--- src/rtl/pipe_stall_ctrl_pkg.sv ---
// Shared definitions for the pipeline stall/flush controller: stall vector layout,
// stall patterns, FSM encoding and the stall selection rule.
package pipe_stall_ctrl_pkg;

    localparam int unsigned InstAddrBusW = 32;
    localparam int unsigned StallW       = 6;

    // Stall vector bit positions, one per pipeline register.
    localparam int unsigned StallPc    = 0;
    localparam int unsigned StallIfId  = 1;
    localparam int unsigned StallIdEx  = 2;
    localparam int unsigned StallExMem = 3;
    localparam int unsigned StallMemWb = 4;
    localparam int unsigned StallWb    = 5;

    localparam logic [StallW-1:0] STALL_NONE   = 6'b000000;
    localparam logic [StallW-1:0] STALL_BUBBLE = 6'b000111;
    localparam logic [StallW-1:0] STALL_MEM    = 6'b011111;

    localparam logic [4:0] NopRegAddr = 5'd0;

    typedef enum logic [1:0] {
        StRun   = 2'd0,
        StMemw  = 2'd1,
        StFlush = 2'd2
    } state_e;

    // The flush cycle wins over a memory wait, which wins over a hazard bubble.
    function automatic logic [StallW-1:0] stall_sel(state_e st, logic mem_busy, logic bbl_req);
        if (st == StFlush) begin
            return STALL_NONE;
        end else if (mem_busy) begin
            return STALL_MEM;
        end else if (bbl_req) begin
            return STALL_BUBBLE;
        end
        return STALL_NONE;
    endfunction

endpackage

--- src/rtl/pipe_stall_ctrl_if.sv ---
// Request/control bundle between the core and the stall controller.
// master = core side (drives requests), slave = stall controller.
interface pipe_stall_ctrl_if
    import pipe_stall_ctrl_pkg::*;
#(
    parameter int unsigned CNT_W = 32
);

    logic                    bbl_req;
    logic                    mem_busy;
    logic                    flush_req;
    logic [InstAddrBusW-1:0] flush_pc;
    logic [StallW-1:0]       stall;
    logic                    flush;
    logic                    pc_load;
    logic [InstAddrBusW-1:0] new_pc;
    logic [CNT_W-1:0]        bubble_cnt;
    logic [CNT_W-1:0]        memw_cnt;
    logic                    mem_timeout;

    modport master (
        output bbl_req, mem_busy, flush_req, flush_pc,
        input  stall, flush, pc_load, new_pc, bubble_cnt, memw_cnt, mem_timeout
    );

    modport slave (
        input  bbl_req, mem_busy, flush_req, flush_pc,
        output stall, flush, pc_load, new_pc, bubble_cnt, memw_cnt, mem_timeout
    );

endinterface

--- src/rtl/sat_counter.sv ---
// Up-counter that sticks at all-ones instead of wrapping.
module sat_counter #(
    parameter int unsigned Width = 32
) (
    input  logic             clk,
    input  logic             rst,
    input  logic             inc_i,
    output logic [Width-1:0] cnt_o
);

    logic [Width-1:0] cnt_d, cnt_q;

    always_comb begin
        cnt_d = cnt_q;
        if (inc_i && (cnt_q != '1)) begin
            cnt_d = cnt_q + 1'b1;
        end
    end

    always_ff @(posedge clk) begin
        if (rst) begin
            cnt_q <= '0;
        end else begin
            cnt_q <= cnt_d;
        end
    end

    assign cnt_o = cnt_q;

endmodule

--- src/rtl/pipe_stall_ctrl.sv ---
// Turns hazard bubbles, memory waits and redirect requests into per-stage stall enables
// and a one-cycle flush with PC load; also keeps stall statistics and a memory watchdog.
module pipe_stall_ctrl
    import pipe_stall_ctrl_pkg::*;
#(
    parameter int unsigned CNT_W       = 32,
    parameter int unsigned MEM_TIMEOUT = 255
) (
    input logic              clk,
    input logic              rst,
    pipe_stall_ctrl_if.slave bus_io
);

    localparam int unsigned     RunW   = $clog2(MEM_TIMEOUT + 1);
    localparam logic [RunW-1:0] RunMax = RunW'(MEM_TIMEOUT);

    state_e                  state_q;
    logic                    flush_q, pc_load_q;
    logic [InstAddrBusW-1:0] new_pc_q;
    logic                    pend_vld_q;
    logic [InstAddrBusW-1:0] pend_pc_q;
    logic [RunW-1:0]         run_d, run_q;
    logic                    timeout_d, timeout_q;
    logic                    in_flush;
    logic                    bubble_inc, memw_inc;

    assign in_flush = (state_q == StFlush);

    // A redirect is never issued while MEM is busy; it parks in the pending register instead.
    always_ff @(posedge clk) begin
        if (rst) begin
            state_q    <= StRun;
            flush_q    <= 1'b0;
            pc_load_q  <= 1'b0;
            new_pc_q   <= '0;
            pend_vld_q <= 1'b0;
            pend_pc_q  <= '0;
        end else begin
            flush_q   <= 1'b0;
            pc_load_q <= 1'b0;
            if (bus_io.mem_busy) begin
                state_q <= StMemw;
                if (bus_io.flush_req) begin
                    pend_vld_q <= 1'b1;
                    pend_pc_q  <= bus_io.flush_pc;
                end
            end else if (bus_io.flush_req || pend_vld_q) begin
                state_q    <= StFlush;
                flush_q    <= 1'b1;
                pc_load_q  <= 1'b1;
                new_pc_q   <= bus_io.flush_req ? bus_io.flush_pc : pend_pc_q;
                pend_vld_q <= 1'b0;
            end else begin
                state_q <= StRun;
            end
        end
    end

    // Consecutive mem_busy run length; the timeout flag is sticky until reset.
    always_comb begin
        run_d     = run_q;
        timeout_d = timeout_q;
        if (!bus_io.mem_busy) begin
            run_d = '0;
        end else if (run_q != RunMax) begin
            run_d = run_q + 1'b1;
        end
        if (bus_io.mem_busy && (run_d == RunMax)) begin
            timeout_d = 1'b1;
        end
    end

    always_ff @(posedge clk) begin
        if (rst) begin
            run_q     <= '0;
            timeout_q <= 1'b0;
        end else begin
            run_q     <= run_d;
            timeout_q <= timeout_d;
        end
    end

    assign bubble_inc = !in_flush && !bus_io.mem_busy && bus_io.bbl_req;
    assign memw_inc   = !in_flush && bus_io.mem_busy;

    sat_counter #(
        .Width (CNT_W)
    ) u_bubble_cnt (
        .clk   (clk),
        .rst   (rst),
        .inc_i (bubble_inc),
        .cnt_o (bus_io.bubble_cnt)
    );

    sat_counter #(
        .Width (CNT_W)
    ) u_memw_cnt (
        .clk   (clk),
        .rst   (rst),
        .inc_i (memw_inc),
        .cnt_o (bus_io.memw_cnt)
    );

    assign bus_io.stall       = stall_sel(state_q, bus_io.mem_busy, bus_io.bbl_req);
    assign bus_io.flush       = flush_q;
    assign bus_io.pc_load     = pc_load_q;
    assign bus_io.new_pc      = new_pc_q;
    assign bus_io.mem_timeout = timeout_q;

endmodule

--- src/flat_wrapper.sv ---
// flat-port wrapper written by rule: the top's interface ports become plain ports
module pipe_stall_ctrl_flat import pipe_stall_ctrl_pkg::*;
#(
    parameter int unsigned CNT_W       = 32,
    parameter int unsigned MEM_TIMEOUT = 255
)
  (clk, rst, bus_io_bbl_req, bus_io_mem_busy, bus_io_flush_req, bus_io_flush_pc, bus_io_stall, bus_io_flush, bus_io_pc_load, bus_io_new_pc, bus_io_bubble_cnt, bus_io_memw_cnt, bus_io_mem_timeout);
  pipe_stall_ctrl_if #(.CNT_W(CNT_W)) bus_io_i ();
  input logic clk;
  input logic rst;
  input wire logic [$bits(bus_io_i.bbl_req)-1:0] bus_io_bbl_req;
  input wire logic [$bits(bus_io_i.mem_busy)-1:0] bus_io_mem_busy;
  input wire logic [$bits(bus_io_i.flush_req)-1:0] bus_io_flush_req;
  input wire logic [$bits(bus_io_i.flush_pc)-1:0] bus_io_flush_pc;
  output wire logic [$bits(bus_io_i.stall)-1:0] bus_io_stall;
  output wire logic [$bits(bus_io_i.flush)-1:0] bus_io_flush;
  output wire logic [$bits(bus_io_i.pc_load)-1:0] bus_io_pc_load;
  output wire logic [$bits(bus_io_i.new_pc)-1:0] bus_io_new_pc;
  output wire logic [$bits(bus_io_i.bubble_cnt)-1:0] bus_io_bubble_cnt;
  output wire logic [$bits(bus_io_i.memw_cnt)-1:0] bus_io_memw_cnt;
  output wire logic [$bits(bus_io_i.mem_timeout)-1:0] bus_io_mem_timeout;
  assign bus_io_i.bbl_req = bus_io_bbl_req;
  assign bus_io_i.mem_busy = bus_io_mem_busy;
  assign bus_io_i.flush_req = bus_io_flush_req;
  assign bus_io_i.flush_pc = bus_io_flush_pc;
  assign bus_io_stall = bus_io_i.stall;
  assign bus_io_flush = bus_io_i.flush;
  assign bus_io_pc_load = bus_io_i.pc_load;
  assign bus_io_new_pc = bus_io_i.new_pc;
  assign bus_io_bubble_cnt = bus_io_i.bubble_cnt;
  assign bus_io_memw_cnt = bus_io_i.memw_cnt;
  assign bus_io_mem_timeout = bus_io_i.mem_timeout;
  pipe_stall_ctrl #(.CNT_W(CNT_W), .MEM_TIMEOUT(MEM_TIMEOUT)) u_core (.clk(clk), .rst(rst), .bus_io(bus_io_i));
endmodule
--- config.mk ---
export PLATFORM = sky130hd
export DESIGN_NAME = pipe_stall_ctrl_flat
export DESIGN_NICKNAME = d
export VERILOG_FILES = /design/src/rtl/pipe_stall_ctrl_pkg.sv /design/src/rtl/pipe_stall_ctrl_if.sv /design/src/rtl/sat_counter.sv /design/src/rtl/pipe_stall_ctrl.sv /design/src/flat_wrapper.sv
export SDC_FILE = /design/constraint.sdc
export NUM_CORES = 1
export LEC_CHECK = 0
export ABC_AREA = 1
export BUFFER_PORTS_ARGS = -buffer_cell sky130_fd_sc_hd__buf_2
export CAP_MARGIN = 20
export CORE_UTILIZATION = 33
export DETAILED_ROUTE_END_ITERATION = 8
export PLACE_DENSITY = 0.61
export SLEW_MARGIN = 10
export SYNTH_ARGS = -nofsm -noshare
export SYNTH_HDL_FRONTEND = slang
export SYNTH_SLANG_ARGS = --single-unit
--- constraint.sdc ---
create_clock -name clk -period 3.5 [get_ports clk]
set_clock_uncertainty 0.1 [all_clocks]
set_input_delay 0.175 -clock clk [delete_from_list [all_inputs] [get_ports clk]]
set_output_delay 0.175 -clock clk [all_outputs]
set_load 0.05 [all_outputs]
* After elaboration in Yosys (flattened, before gate mapping)
Index checks and enable logic that the tools add are counted.
** Storage, ports and cells
- Output and inout port bits :: 105
- Word-level logic and storage cells :: 49
- Bits in registers :: 141
** Operators by class
- Equality and inequality tests :: 6
- Add/subtract/negate cells :: 3
- Muxes and demuxes :: 16
- Bitwise operators :: 1
- Reduce and logical (&&, ||, !) cells :: 13
** Operators with widths (number)
- $add 32x1->32 const B :: 2
- $ne 32x32->1 const B :: 2
- $mux 32 :: 1
- $mux 6 :: 4
- $mux 8 :: 2
- $add 8x1->8 const B :: 1
- $eq 8x8->1 const B :: 1
- $mux 1 :: 8
- $ne 8x8->1 const B :: 1
- $logic_and 1x1->1 :: 6
- $reduce_and 2->1 :: 2
- $eq 2x2->1 const B :: 1
- $logic_not 1->1 :: 2
- $mux 2 :: 1
- $ne 2x1->1 const B :: 1
- $reduce_bool 2->1 :: 1
- $reduce_or 2->1 :: 1
- $logic_or 1x1->1 :: 1
- $not 1->1 :: 1

* Logic depth before layout (Yosys ltp)
- Depth in word-level cells :: 5
- Mapped depth :: 11

* Hierarchy
Synthesis repeated with hierarchy kept, for this count alone.
** Second synthesis, totals
- Cell total of the unflattened synthesis :: 1077
- Area, all modules :: 7298.2 µm²
** By module, submodules not included
- sat_counter :: seq. area each 640.6 µm², cells each 324, area each 2062.0 µm², instances 2
- pipe_stall_ctrl :: seq. area each 1521.5 µm², cells each 429, area each 3174.3 µm², instances 1

* Worst setup path before layout
Ideal clock, no wire load.
- Path kind :: register to register
- Start point :: register u_core.u_bubble_cnt.cnt_q[1] (netlist: u_core.u_bubble_cnt.cnt_o[1])
- End point :: register u_core.u_bubble_cnt.cnt_q[16] (netlist: u_core.u_bubble_cnt.cnt_o[16])
- Stages on the path, launching flop included :: 12
- Slack :: 1.298 ns
- Buffers on the path :: 1
- Data arrival time :: 1.970 ns
- Cells stage by stage :: dfxtp_1 -> ha_1 -> inv_1 -> nor2_2 -> nand2_1 -> nor2_1 -> nand3_1 -> nand2_1 -> nand2_2 -> buf_2 -> nand2_1 -> a21oi_1
** On the way
- Word-level cells in the longest chain between the ends :: 2
** RTL lines
- from (decl) :: RTL line sat_counter.sv:11 : logic [Width-1:0] cnt_d, cnt_q;
- from (signal assigned) :: RTL line sat_counter.sv:24 : cnt_q <= cnt_d;
- parallel branches: the longest is 2 deep, another holds $add 32x1->32
Several ways; the timed one is not identified.
A chain may end at the register's enable or synchronous reset.

* Worst setup path in the final report
- Start point :: input bus_io_mem_busy
- End point :: output bus_io_stall[0]
** On the way
- Word-level cells in the longest chain between the ends :: 3
** RTL lines
- from (decl) :: RTL line flat_wrapper.sv:12 : input wire logic [$bits(bus_io_i.mem_busy)-1:0] bus_io_mem_busy;
- $mux 6 or $mux 1 (tied branches) :: RTL line pipe_stall_ctrl_pkg.sv:32 : end else if (mem_busy) begin
- $mux 6 or $mux 1 (tied branches) :: RTL line pipe_stall_ctrl_pkg.sv:30 : if (st == StFlush) begin
- $mux 6 * :: RTL line pipe_stall_ctrl_pkg.sv:37 : return STALL_NONE;
- to (decl) :: RTL line flat_wrapper.sv:15 : output wire logic [$bits(bus_io_i.stall)-1:0] bus_io_stall;
Mark *: on every way between the ends. The rest lies on a longest branch, timed or not.

==> summary.txt <==
Status
  – Status: finished, final reports clean

Critical path
  – Crit path kind: input pin to output pin
  – FF-to-FF path depth: 11
  – Worst EP required: 3220 ps
  – Critical Path Sink Type: output pin
  – Crit start category: input pin
  – Max incr delay on CP: 530 ps
  – Data arrival at the endpoint of the critical path: 2200 ps
  – CP Capture Point: bus_io_stall[0]
  – Reg2Reg Setup Slack: about 1300 ps
  – CP Max Fanout: 34
  – Worst R2R Start: u_core.u_bubble_cnt.cnt_o[1]
  – Reg-to-reg endpoint: u_core.u_bubble_cnt.cnt_o[22]
  – Worst-path cell chain: dlygate4sd3_1 -> buf_2 -> inv_2 -> nor2_4 -> inv_2 -> nand2_1 -> buf_2
  – Critical Path Start: bus_io_mem_busy
  – Critical path's slowest cell: dlygate4sd3_1

CTS
  – Clock buffer depth: 2
  – Root Driver: clkbuf_16
  – Number of buffers created by CTS: 17
  – Post-CTS setup buffers: 0
  – H-tree Lvls: 4
  – CTS tree: built
  – Post-cts resize count: 0
  – Clock Latency Late Sink: 420 ps
  – Clock sinks: 140
  – Clock transition at path regs: roughly 60 ps

Worst hold path
  – Hold Path Depth: 3
  – HP Start: bus_io_flush_pc[3]
  – Worst min path class: input pin to flip-flop

Routing
  – Avg WL per Cell: approximately 13 microns
  – First DRT Iteration DRCs: 382
  – Via count: 6839
  – # DRC: 0
  – Routed WL: between 15000 and 20000 microns
  – Post-route ant nets: 0
  – Initial DRT Pass Iterations: 5
  – Drt via density: 4.76

STA
  – Rel. slew slack: 0.325
  – Final setup fails: 0
  – TNS Setup: 0 ps
  – Pins Over Slew Limit: 0
  – Fin crit period: 2470 ps
  – RSZ-0062 raised after global routing: false
  – Maximum clock frequency: a little over 400 MHz
  – Hold Violations, Final: 0
  – Tightest Pin Transition: 1010 ps
  – Final worst-path cycle share: 0.706
  – Setup WS post-layout: 1030 ps

Placement
  – Port Buffer Count: 140
  – Pre-CTS setup slack: about 1200 ps
  – GPL Wtd Cong: 0.898
  – Detailed placement HPWL: between 10000 and 15000 microns

Power
  – Psw: between 0.001 and 0.0015 W
  – Seq pwr share: 0.396
  – Clock power share: 0.504
  – Internal power: 0.00319 W
  – Max VDD drop: 0.319 mV
  – Logic pwr share: 0.099
  – Leakage: 3.62 nW
  – Pwr/cell area: around 480 mW/mm^2
  – Switching Fraction: 0.245

Final layout
  – Diode count: 0
  – Layout cells sized above 1: 0.167
  – Area grow syn2layout: 26.6%
  – Nets@finish: approximately 1.2k

Logic synthesis
  – Cell Area, Synth: ~0.007 sq mm
  – Yosys Warn Count: 0
  – Syn Inst Count: between 1k and 1.5k
  – Seq cells post-synth: 140
  – Syn avg cell area: 6.98 sq um
  – Syn nets: 1044
  – Seq/Total Area, Yosys: 0.400
  – FFs w/ async S/R, synth: 0
  – Netlist cell types: 32
  – EDFF count, synth: 0
  – Top FF cell, synth: dfxtp_1

Floorplanning
  – Chip height: 148 microns
  – Die X-Extent: 148 microns
  – Die ar.: about 0.022 sq mm
  – Placement Rows: 52
  – Ports: 142
  – Core area: 0.0206 sq mm
  – Initial Util: 0.341

GRT
  – Tot GR Track Use: 0.179
  – Congestion Overflow GR: 0
  – Largest net degree at the start of global routing: approximately 90
  – Number of global-route vias before repair: 6197
  – First-pass GRT wire length: ~31000 microns
  – Initial antenna violation count: 1

Job
  – # Max-Cap Violations: 0
==> metrics by stage <==
stage	instance area, sq um	util	total power [W]	hold slack, ps	instances
after global placement	7850	0.382	0.00210	291	1373
after global routing	8880	0.432	0.00439	28.7	1438
after floorplan	7010	-	0.00201	283	1004
after CTS	8880	0.432	0.00427	13.5	1438
after detailed placement	7850	0.382	0.00210	303	1373
final	8880	0.432	0.00423	26.5	1438
==> state kept, by name, summed over array words and instances (netlist names) <==
name and flops:
u_core.bus_io.flush 1, u_core.pend_pc_q 32, u_core.pend_vld_q 1, u_core.state_q 1
u_core.u_bubble_cnt.cnt_o 32, u_core.bus_io.new_pc 32, u_core.u_memw_cnt.cnt_o 32, u_core.run_q 8
u_core.bus_io.mem_timeout 1
==> worst min path at each step <==
stage / slack [ps] / to
after floorplan: 280 / u_core.pend_pc_q[0]
after detailed placement: 300 / u_core.state_q[0]
after CTS: 10 / u_core.pend_pc_q[3]
final: 30 / u_core.pend_pc_q[3]
after global placement: 290 / u_core.state_q[0]
after global routing: 30 / u_core.pend_pc_q[3]
==> layout make-up <==
type / count / area (sq um)
Tap cell: 270 / 338
Inverter: 50 / 188
Multi-Input combinational cell: 769 / 3790
Clock buffer: 20 / 447
Clock inverter: 11 / 240
Timing Repair Buffer: 178 / 1070
Sequential cell: 140 / 2800
Fill cell: 2154 / 11700
==> synth_stat cells (2+ instances only) <==
cell type | number | area [sq um]
nor2_1 | 160 | 601
nor3_1 | 6 | 30.0
xnor2_1 | 10 | 87.6
nand2_2 | 3 | 18.8
buf_4 | 6 | 45.0
nand3b_1 | 17 | 128
nand2_4 | 3 | 33.8
nand3_1 | 65 | 325
ha_1 | 3 | 37.5
nand4_1 | 4 | 25.0
nor2_2 | 4 | 25.0
clkbuf_1 | 24 | 90.1
inv_1 | 46 | 173
buf_2 | 11 | 55.1
buf_6 | 4 | 45.0
o21bai_1 | 2 | 15.0
nor2_4 | 3 | 33.8
a21oi_1 | 59 | 295
xor2_1 | 18 | 158
mux2i_1 | 32 | 320
nand2_1 | 300 | 1130
dfxtp_1 | 140 | 2800
a211oi_1 | 32 | 240
o21ai_0 | 41 | 205
inv_2 | 4 | 15.0
==> timing repair <==
action                                  4_1_cts  5_1_grt
endpoints found under the hold margin        35        0
hold buffers                                 34        0
endpoints found under the setup margin        0        0
==> metal layers <==
metal | global-route usage | part of all wire | wire, microns | vias to the layer above
li1 | - | - | - | 3566
met1 | 0.240 | 0.49 | 9390 | 3094
met2 | 0.284 | 0.45 | 8560 | 159
met3 | 0.0463 | 0.050 | 963 | 18
met4 | 0.0479 | 0.0099 | 190 | 2
met5 | 0 | 0.00068 | 13 | -
==> logic make-up after synthesis <==
kind of cell    Yosys count  share of synthesized area
other cells               1                   0.000535
mux                      32                     0.0457
compound gates          137                      0.112
flops                   140                      0.400
xor+xnor                 28                     0.0350
fa+ha+maj                 3                    0.00535
simple gates            568                      0.342
buf+inv                  95                     0.0603
==> cell usage in the layout, fill, tap and decap left out, drive strengths merged, types with 10 or more instances in the layout <==
master,count
dlygate4sd3,34
nand2,307
dfxtp,140
xor2,18
clkbuf,20
o21ai,42
nand3b,17
nand3,65
a21oi,60
inv,50
mux2i,32
buf,144
nor2,168
xnor2,10
a211oi,32
==> worst max-delay path, delay by kind of cell <==
family / cells / cell delay [ps]
buf+inv: 5 / 1460
simple gates: 2 / 540
==> power by group through the flow <==
stage | combinational, W | clock (W) | sequential [W]
final | 0.000420 | 0.00213 | 0.00168
after CTS | 0.000424 | 0.00217 | 0.00168
after global placement | 0.000392 | 0 | 0.00171
after floorplan | 0.000195 | 0 | 0.00182
after global routing | 0.000453 | 0.00225 | 0.00168
after detailed placement | 0.000394 | 0 | 0.00171
Power figures use the tool's default switching activity.
